--- src/rtl/decoder_2x4_hold.sv ---
// Registered, handshaked binary-to-one-hot decoder that holds each decoded word for HOLD cycles.
// Optional even-parity checking on w is enabled by defining DECODER_2X4_PARITY_EN.
module decoder_2x4_hold #(
    parameter int IN_W  = 2,
    parameter int HOLD  = 4,
    parameter int CNT_W = 8
) (
    input  logic                 clk,
    input  logic                 rst,
    input  logic                 w_valid,
    output logic                 w_ready,
    input  logic [IN_W-1:0]      w,
`ifdef DECODER_2X4_PARITY_EN
    input  logic                 w_par,
    output logic                 par_err,
`endif
    output logic [2**IN_W-1:0]   y,
    output logic                 y_valid,
    output logic [CNT_W-1:0]     code_cnt
);
    localparam int OUT_W = 2**IN_W;
    localparam int HCW   = 8;

    typedef enum logic {S_IDLE, S_HOLD} state_t;

    state_t         state;
    logic [HCW-1:0] hold_cnt;
    logic [OUT_W-1:0] dec;
    logic           accept;
    logic           par_ok;

    for (genvar i = 0; i < OUT_W; i++) begin : g_dec
        assign dec[i] = (w == IN_W'(i));
    end

`ifdef DECODER_2X4_PARITY_EN
    assign par_ok = ~^{w, w_par};
`else
    assign par_ok = 1'b1;
`endif

    // Ready again only in the final hold cycle so back-to-back codes leave no gap.
    assign w_ready = (state == S_IDLE) || (hold_cnt == '0);
    assign accept  = w_valid && w_ready;

    always_ff @(posedge clk or posedge rst) begin
        if (rst) begin
            state    <= S_IDLE;
            hold_cnt <= '0;
            y        <= '0;
            y_valid  <= 1'b0;
            code_cnt <= '0;
`ifdef DECODER_2X4_PARITY_EN
            par_err  <= 1'b0;
`endif
        end else begin
`ifdef DECODER_2X4_PARITY_EN
            par_err <= 1'b0;
`endif
            if (accept && par_ok) begin
                state    <= S_HOLD;
                y        <= dec;
                y_valid  <= 1'b1;
                hold_cnt <= HCW'(HOLD - 1);
                code_cnt <= code_cnt + 1'b1;
            end else if (accept) begin
                // Bad parity: handshake completes, but the word is dropped.
                state    <= S_IDLE;
                y        <= '0;
                y_valid  <= 1'b0;
                hold_cnt <= '0;
`ifdef DECODER_2X4_PARITY_EN
                par_err  <= 1'b1;
`endif
            end else if (state == S_HOLD) begin
                if (hold_cnt != '0) begin
                    hold_cnt <= hold_cnt - 1'b1;
                end else begin
                    state   <= S_IDLE;
                    y       <= '0;
                    y_valid <= 1'b0;
                end
            end
        end
    end
endmodule

--- config.mk ---
export PLATFORM = sky130hd
export DESIGN_NAME = decoder_2x4_hold
export DESIGN_NICKNAME = d
export VERILOG_FILES = /design/src/rtl/decoder_2x4_hold.sv
export SDC_FILE = /design/constraint.sdc
export NUM_CORES = 1
export LEC_CHECK = 0
export BUFFER_PORTS_ARGS = -buffer_cell sky130_fd_sc_hd__buf_2
export CORE_MARGIN = 1.5
export CORE_UTILIZATION = 51
export CTS_BUF_LIST = sky130_fd_sc_hd__clkbuf_2 sky130_fd_sc_hd__clkbuf_4 sky130_fd_sc_hd__clkbuf_8
export DETAILED_ROUTE_END_ITERATION = 7
export HOLD_SLACK_MARGIN = 0.02
export PLACE_DENSITY = 0.77
export SYNTH_ARGS = -nofsm -noshare
export SYNTH_HDL_FRONTEND = slang
export SYNTH_SLANG_ARGS = --single-unit
--- constraint.sdc ---
create_clock -name clk -period 1.8 [get_ports clk]
set_input_delay 0.36 -clock clk [delete_from_list [all_inputs] [get_ports clk]]
set_output_delay 0.36 -clock clk [all_outputs]
set_load 0.02 [all_outputs]
Yosys cells after proc, flatten, opt, wreduce, memory -nomap -nowiden
Cells that the tools add are included.
{"block": "op_classes", "addsub": 2, "eq_ne": 4, "muxes": 12, "bitwise": 1, "reduce_logical": 9}
{"cell": "$mux W8", "n": 3}
{"cell": "$mux W4", "n": 3}
{"cell": "$add A8 B1 Y8 const B", "n": 1}
{"cell": "$logic_not A8 Y1", "n": 1}
{"cell": "$reduce_bool A8 Y1", "n": 1}
{"cell": "$sub A8 B1 Y8 const B", "n": 1}
{"cell": "$mux W1", "n": 6}
{"cell": "$eq A2 B2 Y1 const B", "n": 2}
{"cell": "$reduce_and A2 Y1", "n": 2}
{"cell": "$reduce_bool A2 Y1", "n": 2}
{"cell": "$eq A2 B1 Y1 const B", "n": 1}
{"cell": "$logic_not A2 Y1", "n": 1}
{"cell": "$ne A2 B2 Y1 const B", "n": 1}
{"cell": "$logic_and A1 B1 Y1", "n": 1}
{"cell": "$logic_or A1 B1 Y1", "n": 1}
{"cell": "$not A1 Y1", "n": 1}
{"block": "totals", "register_bits": 22, "input_bits": 5, "output_inout_bits": 14, "elab_cells": 33}

Logic depth before layout (Yosys ltp)
Gate-level depths: netlist of the first run.
{"block": "logic_depth", "depth_word": 5, "mapped_depth": 7}

Worst setup path before layout of the first run
No wires, ideal clock.
{"block": "synth_timing", "path_kind": "register to output", "from": "reg hold_cnt[2]", "to": "out w_ready", "arrival_ns": 1.457, "setup_slack_ns": -0.017, "stages_incl_launch_ff": 4, "n_path_buf": 1, "cell_sequence": "dfrtp_1 or4_4 o41ai_4 buf_6"}
{"block": "synth_between", "elab_chain_len": 2}
{"item": "start: declaration", "line_no": "27", "rtl": "logic [HCW-1:0] hold_cnt;"}
{"item": "start signal: assignment", "line_no": "64", "rtl": "hold_cnt <= HCW'(HOLD - 1);"}
{"item": "start signal: assignment", "line_no": "77", "rtl": "hold_cnt <= hold_cnt - 1'b1;"}
{"item": "$logic_not A8 Y1", "line_no": "43", "rtl": "assign w_ready = (state == S_IDLE) || (hold_cnt == '0);"}
{"item": "$logic_or A1 B1 Y1", "line_no": "43"}
{"item": "end: declaration", "line_no": "11", "rtl": "output logic w_ready,"}
No other way between the ends.

Worst setup path after layout of the first run
Same ends and word-level chain as after synthesis.

==> impl_metrics.yaml, run 1 <==
cells_and_area:
  seq_area_um2: 550.5
  drive_gt1_share_pct: 39.39
  final_cell_mix: "dfrtp_1 (22), buf_2 (17), buf_4 (11), nand2_1 (10), xnor2_1 (6)"
  multi_input_area_um2: 561.8
  antenna_cells: 0
  final_nets: 141
  mostFrequentLayoutCell: "dfrtp_1"
  syn_to_final_growth_pct: 31.91
  fillers: 145
worst_setup_path:
  worst_path_max_delay_cell: "or4_4"
  worstSetupPathType: "reg2out"
  cp_data_required_time_ns: 1.44
  cp-start-kind: "flop"
  slowest_delay_ns: 0.56
  r2r_cells: 5
  crit_family: "simple AND/OR/NAND/NOR gates"
  critPathMaxFanout: 2
  crit_buf_inv: 1
  worstSetupPathDepth: 3
  worstSetupEndpointType: "output port"
  path_cells: "or4_4 > o41ai_4 > buf_4"
  crit_arrival_ns: 1.72
synth:
  ys_async_sr_fraction_pct: 100.0
  ys_seq_area_share_pct: 50.87
  synth-edff-count: 0
  ys_types: 36
  synth.ff_latch_count: 22
  avgSynthCellArea_um2: 11.04
  syn-num-nets: 106
  syn-instance-count: 98
  syn_area_um2: 1082
  ys.flop_type: "dfrtp_1"
  yosysWarnings: 0
sta:
  min_period_over_period_pct: 115.4
  hold_viol: 0
  holdWs_ns: 0.07100
  finalSetupViolCount: 12
  fin_ws_ns: -0.2779
  tns_ns: -0.6494
  period_minus_slack_ns: 2.078
  worst_pin_slew_ns: 0.3934
  rsz0062_at_grt: "yes"
  max_freq_ghz: 0.4813
  report.final.slew_viol_count: 0
  slew_headroom_pct: 73.42
  finClkSkew_ns: 0.004628
drt:
  drc_errors: 0
  viasPerCell: 5.597
  firstDrtPassIters: 4
  post_drt_wl_per_cell_um: 14.55
  vias: 890
  dr.first_iter.drc_count: 12
  finalWirelength_um: 2313
  antenna_left: 0
clocking:
  clkLatencyLatePin_ns: 0.30
  clk_pin_slew_ns: 0.11
  cts_sinks: 22
  root_buffer: "clkbuf_4"
  cts_max_level: 1
  postCtsHoldBufs: 0
  clock_path_buffers: 2
  cts_tree: "done"
  cts_made_buffers: 3
power_and_ir_drop:
  power_density_nw_per_um2: 572.8
  power_w: 0.0008178
  ir_drop_mv: 0.3960
  leakage_nw: 0.6608
outcome:
  violations: "setup timing"
  status: "finished, violations left"
floorplan:
  coreArea_um2: 1982
  row_count: 16
  ios: 19
  fp.dieW_um: 49.07
  initial_core_util_pct: 54.61
  fp.dieH_um: 49.07
  dieArea_um2: 2407
worst_hold_path:
  hold_class: "in2async"
global_route:
  antenna_found_initial: 0
  grt_pass1_wl_um: 3960
  track_usage_pct: 21.53
  grt_max_degree: 23
  overflow: 0
  grt_pass1_vias: 913
placement:
  port_buffers: 18
  routabilityCongestion: 0.8529
  place_hpwl_um: 1564
flow_run:
  cap_violations: 0
==> cells in the mapped netlist, types with 2 or more instances <==
cell / count / share of area [%]
ha_1: 3 / 3.5
nand4_1: 4 / 2.3
inv_1: 7 / 2.4
a21oi_2: 2 / 1.6
xor2_1: 3 / 2.4
nor3_1: 2 / 0.92
dfrtp_1: 22 / 51
nand2_1: 10 / 3.5
a21oi_1: 2 / 0.92
nor2_1: 6 / 2.1
o2bb2ai_1: 2 / 1.6
o21ai_0: 4 / 1.8
a21o_1: 3 / 2.1
xnor2_1: 6 / 4.9
==> final cells by class <==
| cell class | count | area share, % |
|---|---|---|
| multi-input cells | 68 | 39.35 |
| flip-flops and latches | 22 | 38.56 |
| repair buffers | 31 | 15.34 |
| clock buffers | 4 | 2.542 |
| well taps | 27 | 2.366 |
| inverters | 7 | 1.840 |
==> where the power goes <==
| part | internal, W | switching, W | total (W) |
|---|---|---|---|
| registers | 0.000502 | 0.00000642 | 0.000508 |
| logic | 0.0000167 | 0.0000298 | 0.0000465 |
| clock network | 0.000123 | 0.000139 | 0.000263 |
==> final timing paths <==
path	from	to	slack, ns
worst max-delay path	hold_cnt[2]	w_ready	-0.28
worst min-delay path	rst	code_cnt[3]	0.07
worst max register to register	hold_cnt[2]	y[2]	-0.08
worst min register to register	code_cnt[7]	code_cnt[7]	0.48
max in group asynchronous	rst	y[1]	1.51
min in group clk	w[1]	y[1]	0.26
==> state kept, by name, summed over array words and instances (netlist names) <==
signal and flops:
code_cnt 8, hold_cnt 8, y 4, state 1, y_valid 1
==> logic make-up after synthesis <==
kind of cell / synth area share (%)
AOI/OAI and AO/OA: 16.19
DFF: 50.87
buffers and inverters: 3.469
muxes: 0.9249
and+or+nand+nor: 17.80
xor gates and xnor gates: 7.284
adders and majority gates: 3.469
==> stage by stage <==
stage | std cells | instance area [um2] | utilization [%] | setup slack (ns)
floorplan | 98 | 1082 | - | -0.01705
detailed placement | 150 | 1255 | 63.32 | 0.008366
CTS | 157 | 1324 | 66.79 | -0.2737
finish | 159 | 1428 | 72.03 | -0.2779
global placement | 150 | 1255 | 63.32 | 0.03046
global route | 159 | 1428 | 72.03 | -0.3484
==> timing repair <==
| action | CTS | global route |
|---|---|---|
| cloned | 0 | 1 |
| endpoints found under the setup margin | 4 | 21 |
| setup buffers | 3 | 2 |
| pin swaps | 1 | 1 |
| resized for setup | 4 | 16 |
==> worst register-to-register path, cell delays in order, from the launching register on <==
cell	delay, ns
dfrtp_1	0.40
or4_4	0.56
buf_4	0.18
nor4_2	0.27
a21oi_2	0.14
a22o_1	0.24
==> metal layers <==
| layer | global-route usage, % | part of all wire, % |
|---|---|---|
| met1 | 26.36 | 42 |
| met2 | 36.94 | 52 |
| met3 | 3.374 | 4.6 |
| met4 | 10.00 | 1.4 |
| met5 | 0 | 0 |
No activity file was read; power rests on OpenSTA's default activity.
==> run 2, diff against run 1 <==
==> config.mk (replaced) <==
export PLATFORM = sky130hd
export DESIGN_NAME = decoder_2x4_hold
export DESIGN_NICKNAME = d
export VERILOG_FILES = /design/src/rtl/decoder_2x4_hold.sv
export SDC_FILE = /design/constraint.sdc
export NUM_CORES = 1
export LEC_CHECK = 0
export BUFFER_PORTS_ARGS = -buffer_cell sky130_fd_sc_hd__buf_2
export CORE_ASPECT_RATIO = 0.8
export CORE_MARGIN = 1.5
export CORE_UTILIZATION = 48
export DETAILED_ROUTE_END_ITERATION = 7
export GPL_TIMING_DRIVEN = 0
export HOLD_SLACK_MARGIN = 0.02
export PLACE_DENSITY = 0.73
export SYNTH_ARGS = -nofsm -noshare
export SYNTH_HDL_FRONTEND = slang
export SYNTH_SLANG_ARGS = --single-unit
==> run 2 against run 1 <==
Compared with the run above:
- the flow still finishes with violations (setup timing)
- combinational power decreased by 4%
- highest routed layer unchanged
- clock skew barely moved
- largest power group unchanged
- core utilization is 7.6 points lower
- critical path depth up 1
- critical path type unchanged
- design area fell by 3.4%
- setup slack lost 0.085 ns
- worst hold slack gained 0.13 ns
==> impl_metrics.yaml, run 2 (synthesis gave the netlist of run 1 again) <==
outcome:
  status: "finished, violations left"
  violations: "setup timing"
worst_hold_path:
  hold_class: "in2async"
drt:
  antenna_left: 0
  post_drt_wl_per_cell_um: 14.54
  finalWirelength_um: 2269
  viasPerCell: 5.462
  firstDrtPassIters: 4
  drc_errors: 0
  dr.first_iter.drc_count: 20
  vias: 852
cells_and_area:
  final_cell_mix: "dfrtp_1 (21), buf_2 (17), nand2_1 (10), buf_4 (8)"
  mostFrequentLayoutCell: "dfrtp_1"
  largestRegisters: "code_cnt: 8 flops, hold_cnt: 8 flops, y: 4 flops"
  final_util_pct: 64.44
  drive_gt1_share_pct: 38.17
  final_nets: 141
  seq_area_um2: 551.8
  final_cell_count_no_fill: 156
  antenna_cells: 0
  fillers: 180
  multi_input_area_um2: 534.3
  syn_to_final_growth_pct: 27.40
clocking:
  cts_sinks: 22
  cts_made_buffers: 3
  cts_max_level: 1
  root_buffer: "clkbuf_4"
  clkLatencyLatePin_ns: 0.30
  clk_pin_slew_ns: 0.11
  cts_tree: "done"
  clock_path_buffers: 2
  postCtsHoldBufs: 0
floorplan:
  initial_core_util_pct: 50.58
  fp.dieH_um: 45.47
  ios: 19
  coreArea_um2: 2140
  dieArea_um2: 2550
  row_count: 15
  fp.dieW_um: 56.09
global_route:
  antenna_found_initial: 0
  grt_pass1_vias: 835
  track_usage_pct: 19.15
  grt_pass1_wl_um: 3636
  overflow: 0
  grt_max_degree: 23
worst_setup_path:
  r2r_start: "hold_cnt[4]"
  crit_path_start: "hold_cnt[4]"
  worstSetupPathType: "reg2out"
  critPathMaxFanout: 2
  cp-start-kind: "flop"
  worstSetupEndpointType: "output port"
  cp_data_required_time_ns: 1.44
  crit_arrival_ns: 1.80
sta:
  report.final.slew_viol_count: 0
  rsz0062_at_grt: "yes"
  min_period_over_period_pct: 120.2
  hold_viol: 0
  finClkSkew_ns: 0.004195
  slew_headroom_pct: 43.89
  fin_ws_ns: -0.3632
  period_minus_slack_ns: 2.163
  finalSetupViolCount: 16
  worst_pin_slew_ns: 0.8408
  max_freq_ghz: 0.4623
placement:
  routabilityCongestion: 0.8183
  port_buffers: 18
  place_hpwl_um: 1467
  pre_cts_ws_ns: -0.2598
  placedCellCount: 141
power_and_ir_drop:
  leakage_nw: 0.6514
  ir_drop_mv: 0.5715
  power_density_nw_per_um2: 559.9
flow_run:
  cap_violations: 0
## run 2: worst paths after layout
kind                       slack [ns]  cells past startpoint           to
min in group clk                 0.27                      2         y[1]
setup reg to reg                -0.19                      8  hold_cnt[6]
hold / removal                   0.20                      2  code_cnt[2]
max in group asynchronous        1.03                      2  hold_cnt[4]
hold reg to reg                  0.47                      1  code_cnt[7]
setup / recovery                -0.36                      4      w_ready
## run 2: layout make-up
type	count	share of cell area, %
well taps	25	2.269
repair buffers	30	14.61
inverters	7	1.906
multi-input cells	68	38.75
plain buffers	1	0.8167
flip-flops and latches	22	40.02
clock buffers	3	1.633
## run 2: per-layer routing
metal	vias to the layer above	part of all wire, %	GRT usage (%)
met1	400	47	22.80
met2	22	46	32.47
met5	-	0	0
met4	0	2.7	8.095
li1	421	-	-
met3	9	4.1	6.534
## run 2: worst max-delay path: stages (launching register included)
cell and delay (ns):
dfrtp_2 0.44, or4_4 0.54, o41ai_4 0.26, buf_6 0.15, buf_6 0.10
## run 2: where the power goes
group	switching, W	internal, W	leakage [nW]
Clock	0.000141	0.0000782	0.0138
Combinational	0.0000293	0.0000154	0.362
Sequential	0.00000629	0.000502	0.276
## run 2: per-stage QoR
step	total power (W)	hold WS, ns	setup TNS, ns	area [um2]
2_1_floorplan	0.0005431	0.3492	-0.01705	1082
3_3_place_gp	0.0005623	0.4577	-0.3033	1204
3_5_place_dp	0.0005635	0.4573	-0.3277	1204
4_1_cts	0.0007845	0.2312	-1.904	1311
5_1_grt	0.0008075	0.2706	-3.470	1379
6_report	0.0007720	0.2039	-1.844	1379
## run 2: repair_timing
| item | CTS | global route |
|---|---|---|
| pin swaps | 2 | 11 |
| setup endpoints to repair | 11 | 23 |
| resized for setup | 12 | 9 |
| setup buffers | 7 | 5 |
| gates cloned | 1 | 0 |
